`src/rtl/para_seri_pkg.sv`:
```
// Shared constants and helpers for the I2S transmitter.
// Mode encodings, frame width and counter sizing.
package para_seri_pkg;

  localparam int MODE_LJ  = 0;
  localparam int MODE_I2S = 1;

  function automatic int frame_w(input int slot_w);
    return 2 * slot_w;
  endfunction

  function automatic int clog2(input int v);
    int r;
    r = 0;
    while ((1 << r) < v) r++;
    if (r == 0) r = 1;
    return r;
  endfunction

endpackage

```
`src/rtl/para_seri_i2s_clk_div.sv`:
```
// BCLK generator: clock-enable divider, no derived clocks.
// fall_en marks the CLK cycle before each BCLK falling edge.
module i2s_clk_div
  import para_seri_pkg::*;
#(
  parameter int BCLK_DIV = 8
) (
  input  logic CLK,
  input  logic RST,
  output logic BCLK,
  output logic fall_en
);

  localparam int DW = clog2(BCLK_DIV);
  localparam logic [DW-1:0] LAST = DW'(BCLK_DIV - 1);
  localparam logic [DW-1:0] HALF = DW'(BCLK_DIV / 2);

  logic [DW-1:0] div_cnt;
  logic [DW-1:0] div_nxt;

  // Wrap the divider and flag its last phase.
  always_comb begin
    fall_en = (div_cnt == LAST);
    div_nxt = fall_en ? '0 : div_cnt + DW'(1);
  end

  // BCLK tracks the registered counter: high in its upper half.
  always_ff @(posedge CLK) begin
    if (RST) begin
      div_cnt <= '0;
      BCLK    <= 1'b0;
    end else begin
      div_cnt <= div_nxt;
      BCLK    <= (div_nxt >= HALF);
    end
  end

endmodule

```
`src/rtl/para_seri_i2s.sv`:
```
// Stereo PCM to I2S / left-justified serialiser with one-sample buffer.
// Define PARA_SERI_UNDERRUN_CNT_EN to add the UNDERRUN_CNT output.
module para_seri_i2s
  import para_seri_pkg::*;
#(
  parameter int DATA_W   = 16,
  parameter int SLOT_W   = 16,
  parameter int BCLK_DIV = 8,
  parameter int I2S_MODE = 1
) (
  input  logic              CLK,
  input  logic              RST,
  input  logic              EN,
  input  logic              S_VALID,
  output logic              S_READY,
  input  logic [DATA_W-1:0] S_LEFT,
  input  logic [DATA_W-1:0] S_RIGHT,
  output logic              BCLK,
  output logic              LRCLK,
  output logic              SDOUT,
  output logic              FRAME_START,
  output logic              UNDERRUN
`ifdef PARA_SERI_UNDERRUN_CNT_EN
  ,
  output logic [15:0]       UNDERRUN_CNT
`endif
);

  localparam int FW = frame_w(SLOT_W);
  localparam int BW = clog2(FW);
  localparam logic [BW-1:0] LAST_BIT = BW'(FW - 1);
  localparam logic [BW-1:0] SLOT_B   = BW'(SLOT_W);

  logic              fall_en;
  logic [BW-1:0]     bit_cnt;
  logic [BW-1:0]     bit_nxt;
  logic              buf_full;
  logic              buf_full_nxt;
  logic [DATA_W-1:0] buf_l;
  logic [DATA_W-1:0] buf_r;
  logic [DATA_W-1:0] src_l;
  logic [DATA_W-1:0] src_r;
  logic [FW-1:0]     shifter;
  logic [FW-1:0]     frame_new;
  logic              dly;
  logic              cur_bit;
  logic              load;
  logic              take;
  logic              use_buf;
  logic              use_byp;
  logic              starve;

  i2s_clk_div #(
    .BCLK_DIV(BCLK_DIV)
  ) u_div (
    .CLK    (CLK),
    .RST    (RST),
    .BCLK   (BCLK),
    .fall_en(fall_en)
  );

  // Frame-load decision and the next bit of the stream.
  always_comb begin
    bit_nxt = (bit_cnt == LAST_BIT) ? '0 : bit_cnt + BW'(1);
    load    = fall_en && (bit_cnt == LAST_BIT);
    take    = S_VALID && S_READY;
    use_buf = load && EN && buf_full;
    use_byp = load && EN && !buf_full && take;
    starve  = load && EN && !buf_full && !take;
    src_l   = buf_full ? buf_l : S_LEFT;
    src_r   = buf_full ? buf_r : S_RIGHT;
    frame_new = '0;
    if (use_buf || use_byp) begin
      frame_new[FW-1 -: DATA_W]     = src_l;
      frame_new[SLOT_W-1 -: DATA_W] = src_r;
    end
    cur_bit = load ? frame_new[FW-1] : shifter[FW-1];
    buf_full_nxt = buf_full;
    if (use_buf) buf_full_nxt = 1'b0;
    else if (take && !use_byp) buf_full_nxt = 1'b1;
  end

  // Handshake buffer, frame counters, shifter and serial output.
  always_ff @(posedge CLK) begin
    if (RST) begin
      bit_cnt     <= LAST_BIT;
      LRCLK       <= 1'b0;
      SDOUT       <= 1'b0;
      S_READY     <= 1'b0;
      FRAME_START <= 1'b0;
      UNDERRUN    <= 1'b0;
      buf_full    <= 1'b0;
      buf_l       <= '0;
      buf_r       <= '0;
      shifter     <= '0;
      dly         <= 1'b0;
    end else begin
      buf_full    <= buf_full_nxt;
      S_READY     <= !buf_full_nxt;
      FRAME_START <= load;
      UNDERRUN    <= starve;
      if (take && !use_byp) begin
        buf_l <= S_LEFT;
        buf_r <= S_RIGHT;
      end
      if (fall_en) begin
        bit_cnt <= bit_nxt;
        LRCLK   <= (bit_nxt >= SLOT_B);
        shifter <= load ? {frame_new[FW-2:0], 1'b0}
                        : {shifter[FW-2:0], 1'b0};
        dly     <= cur_bit;
        SDOUT   <= (I2S_MODE == MODE_I2S) ? dly : cur_bit;
      end
    end
  end

`ifdef PARA_SERI_UNDERRUN_CNT_EN
  // Saturating tally of starved frame loads.
  always_ff @(posedge CLK) begin
    if (RST) UNDERRUN_CNT <= '0;
    else if (starve && UNDERRUN_CNT != 16'hFFFF)
      UNDERRUN_CNT <= UNDERRUN_CNT + 16'd1;
  end
`endif

endmodule

```
`config.mk`:
```
export PLATFORM = sky130hd
export DESIGN_NAME = para_seri_i2s
export DESIGN_NICKNAME = d
export VERILOG_FILES = /design/src/rtl/para_seri_pkg.sv /design/src/rtl/para_seri_i2s_clk_div.sv /design/src/rtl/para_seri_i2s.sv
export SDC_FILE = /design/constraint.sdc
export NUM_CORES = 1
export LEC_CHECK = 0
export BUFFER_PORTS_ARGS = -buffer_cell sky130_fd_sc_hd__buf_2
export CAP_MARGIN = 5
export CORE_MARGIN = 5
export CORE_UTILIZATION = 53
export DETAILED_ROUTE_END_ITERATION = 12
export GPL_TIMING_DRIVEN = 0
export HOLD_SLACK_MARGIN = 0.02
export PLACE_DENSITY = 0.8
export SLEW_MARGIN = 10
export SYNTH_ARGS = -nofsm -noshare
export SYNTH_HDL_FRONTEND = slang
export SYNTH_HIERARCHICAL = 1
export SYNTH_SLANG_ARGS = --single-unit
export TNS_END_PERCENT = 50
```
`constraint.sdc`:
```
create_clock -name CLK -period 1.79 [get_ports CLK]
set_input_delay 0.358 -clock CLK [delete_from_list [all_inputs] [get_ports CLK]]
set_output_delay 0.358 -clock CLK [all_outputs]
set_load 0.02 [all_outputs]
```
==> results.ini <==
[timing]
period_share_pct = 100
max_freq_mhz = 557
fin_crit_ns = 1.79
rsz0062_at_grt = yes
holdWs_ns = 0.212
skew_ns = 0.0131
tightest_slew_ns = 0.602
setup_viol = 1
fin_ws_ns = -0.00396
max_slew_margin_pct = 59.8
drv_slew = 0
finalHoldViolCount = 0

[pwr]
powerDensity_mw_per_mm2 = 871
max-vdd-ir-drop_mv = 0.420
leakage_uw = 0.00167
p_total_uw = 4050

[yosys]
syn-num-nets = 446
synth_cell_types = 29
synth_edf_count = 0
syn_area_mm2 = 0.00387
synth_top_area_share_pct = 40.4
yosys.area.top_type = dfxtp_1
synth_most_common_cell = nand2b_1
async_flop_share_pct = 0
synth_warnings = 6
syn_avg_cell_area_um2 = 9.53
ys_ff_latch = 78
syn_inst = 406
synth_commonest_cells = nand2b_1, dfxtp_1, mux2i_1
synth_ff_type = dfxtp_1
synth_area_leaders = dfxtp_1, mux2i_1, nand2b_1
yosysSeqAreaShare_pct = 40.4

[grt]
gr-total-overflow = 0
grt_pass1_wl_um = 14800
grt_pass1_vias = 3137
grt_max_degree = 14
grt_antenna_before_repair = 0
grtUsageTotal_pct = 21.1

[setup_path]
cp-startpoint = bit_cnt[0]$_SDFFE_PP1P_
path_class = register to register
rr_startpoint = bit_cnt[0]$_SDFFE_PP1P_
path_common_cell = ha_4
endpoint = buf_l[15]$_SDFFE_PP0P_
reg2reg_depth = 8
worstPathCellList = ha_4, and3_4, ha_4, nand3_4, o211a_1, buf_6, buf_12, mux2i_1
cp-end-kind = register
regToRegSetupSlack_ns = -0.004
slowest_delay_ns = 0.36
cpMaxStageDelayCell = dfxtp_2
required_ns = 2.07
cp_data_arrival_time_ns = 2.07
crit_fanout = 10
rr_endpoint = buf_l[15]$_SDFFE_PP0P_
startpoint_type = register

[floorplan]
chipHeight_um = 95.4
initial_core_util_pct = 53.9
core_mm2 = 0.00718
io_pins = 42
dieArea_mm2 = 0.00911
dieWidth_um = 95.4
rows = 31

[route]
drtAntennaViolNets = 0
first_pass_iters = 4
wire_per_inst_um = 16.2
drc_errors = 0
vias_per_cell = 5.50
finalWirelength_um = 9160
vias = 3116
drt_first_iter_violations = 242

[cells_and_area]
area.growth.synth_to_final_pct = 20.1
final_core_util_pct = 64.7
diodes = 0
finalNetCount = 503
post_route_cells_drive_above_1_share_pct = 22.2

[clock_network]
clk_latency_ns = 0.36
cts.sinks = 78
numCtsBuffers = 9
tritoncts = done
cts_buffer_depth = 2
clockRootBuffer = clkbuf_8
cts_htree_levels = 3
cts.clk_slew.worst_paths_ns = 0.09

[run]
max_cap_violations = 0

[status]
outcome = finished, violations left
violations = negative setup slack

[place]
port_buffers = 41
finalWeightedCongestion = 0.814
dp_hpwl_um = 6120
post-place-ws_ns = -0.215

[hold_path]
min_from = RST
min_path_type = primary input to register

flip-flops by register name (all words and copies together) (netlist names), 2 cells and up:
| signal | flops |
|---|---|
| shifter | 31 |
| buf_l | 16 |
| buf_r | 16 |
| bit_cnt | 5 |
| u_div/div_cnt | 2 |
routing by layer:
| metal | routed length, µm | share of wire (%) | GRT usage, % |
|---|---|---|---|
| met4 | 134 | 1.5 | 9.72 |
| met2 | 4550 | 50 | 34.6 |
| met3 | 457 | 5.0 | 4.10 |
| met1 | 4020 | 44 | 26.7 |
| met5 | 0 | 0 | 0 |
kinds of logic after synthesis:
| group | Yosys count | share of synthesized area [%] |
|---|---|---|
| AOI/OAI and AO/OA | 44 | 10.5 |
| muxes | 66 | 17.1 |
| and+or+nand+nor | 174 | 25.2 |
| adders and majority gates | 4 | 1.29 |
| DFF | 78 | 40.4 |
| buffers and inverters | 40 | 5.56 |
how the worst min path moves through the flow:
stage | end | slack, ns | cells after the start
3_5_place_dp | u_div/div_cnt[0]$_SDFF_PP0_ | 0.43 | 1
2_1_floorplan | u_div/div_cnt[0]$_SDFF_PP0_ | 0.41 | 1
4_1_cts | u_div/div_cnt[0]$_SDFF_PP0_ | 0.21 | 2
3_3_place_gp | u_div/div_cnt[0]$_SDFF_PP0_ | 0.42 | 1
5_1_grt | u_div/div_cnt[0]$_SDFF_PP0_ | 0.22 | 2
6_report | u_div/div_cnt[0]$_SDFF_PP0_ | 0.21 | 2
worst max-delay path, delay by kind of cell, from the launching register on:
family	cells	cell delay, ns
buffers and inverters	2	0.30
adder cells (fa/ha/maj)	2	0.31
AND/OR/NAND/NOR	2	0.32
flip-flops	1	0.36
multiplexers	1	0.17
AO/OA/AOI/OAI	1	0.25
repair_timing:
item / 4_1_cts / 5_1_grt
pin swaps: 1 / 0
setup buffers: 2 / 3
setup endpoints to repair: 63 / 61
endpoints found under the hold margin: 0 / 0
hold buffers: 0 / 0
resized for setup: 24 / 19
area by class of cell:
type                    count  area (µm²)
plain buffers              38         275
clock buffers              10         138
clock inverters             6         133
fillers                   577        2530
inverters                   2        7.51
multi-input cells         288        2160
flip-flops and latches     78        1560
well taps                  99         124
repair buffers             46         243
power breakdown:
group          internal [µW]  switching, µW
sequential              1790           30.0
clock                   1100            672
combinational            214            238
cells in the final DEF, fill, tap and decap left out, types with 2 or more instances in the layout:
cell type | netlist | routed
a211o_1 | 3 | 3
a21oi_1 | 3 | 3
buf_12 | 0 | 3
buf_2 | 13 | 47
buf_4 | 1 | 11
buf_6 | 6 | 6
bufinv_16 | 0 | 4
clkbuf_1 | 17 | 12
clkbuf_2 | 0 | 4
clkbuf_8 | 0 | 10
dfxtp_1 | 78 | 76
dfxtp_2 | 0 | 2
ha_4 | 0 | 2
inv_1 | 2 | 2
mux2i_1 | 66 | 66
nand2_1 | 2 | 2
nand2b_1 | 95 | 95
nor2_1 | 34 | 34
nor2b_1 | 3 | 3
nor3_1 | 33 | 27
nor3_2 | 1 | 7
o21ai_0 | 2 | 2
o311a_1 | 31 | 31
metrics by stage:
stage / TNS (ns) / instances / area [µm²]
2_1_floorplan: 0 / 406 / 3870
3_3_place_gp: -9.55 / 546 / 4200
3_5_place_dp: -10.94 / 546 / 4200
4_1_cts: 0 / 564 / 4560
5_1_grt: -2.25 / 567 / 4640
6_report: -0.00396 / 567 / 4640
No activity file was read; power rests on OpenSTA's default activity.
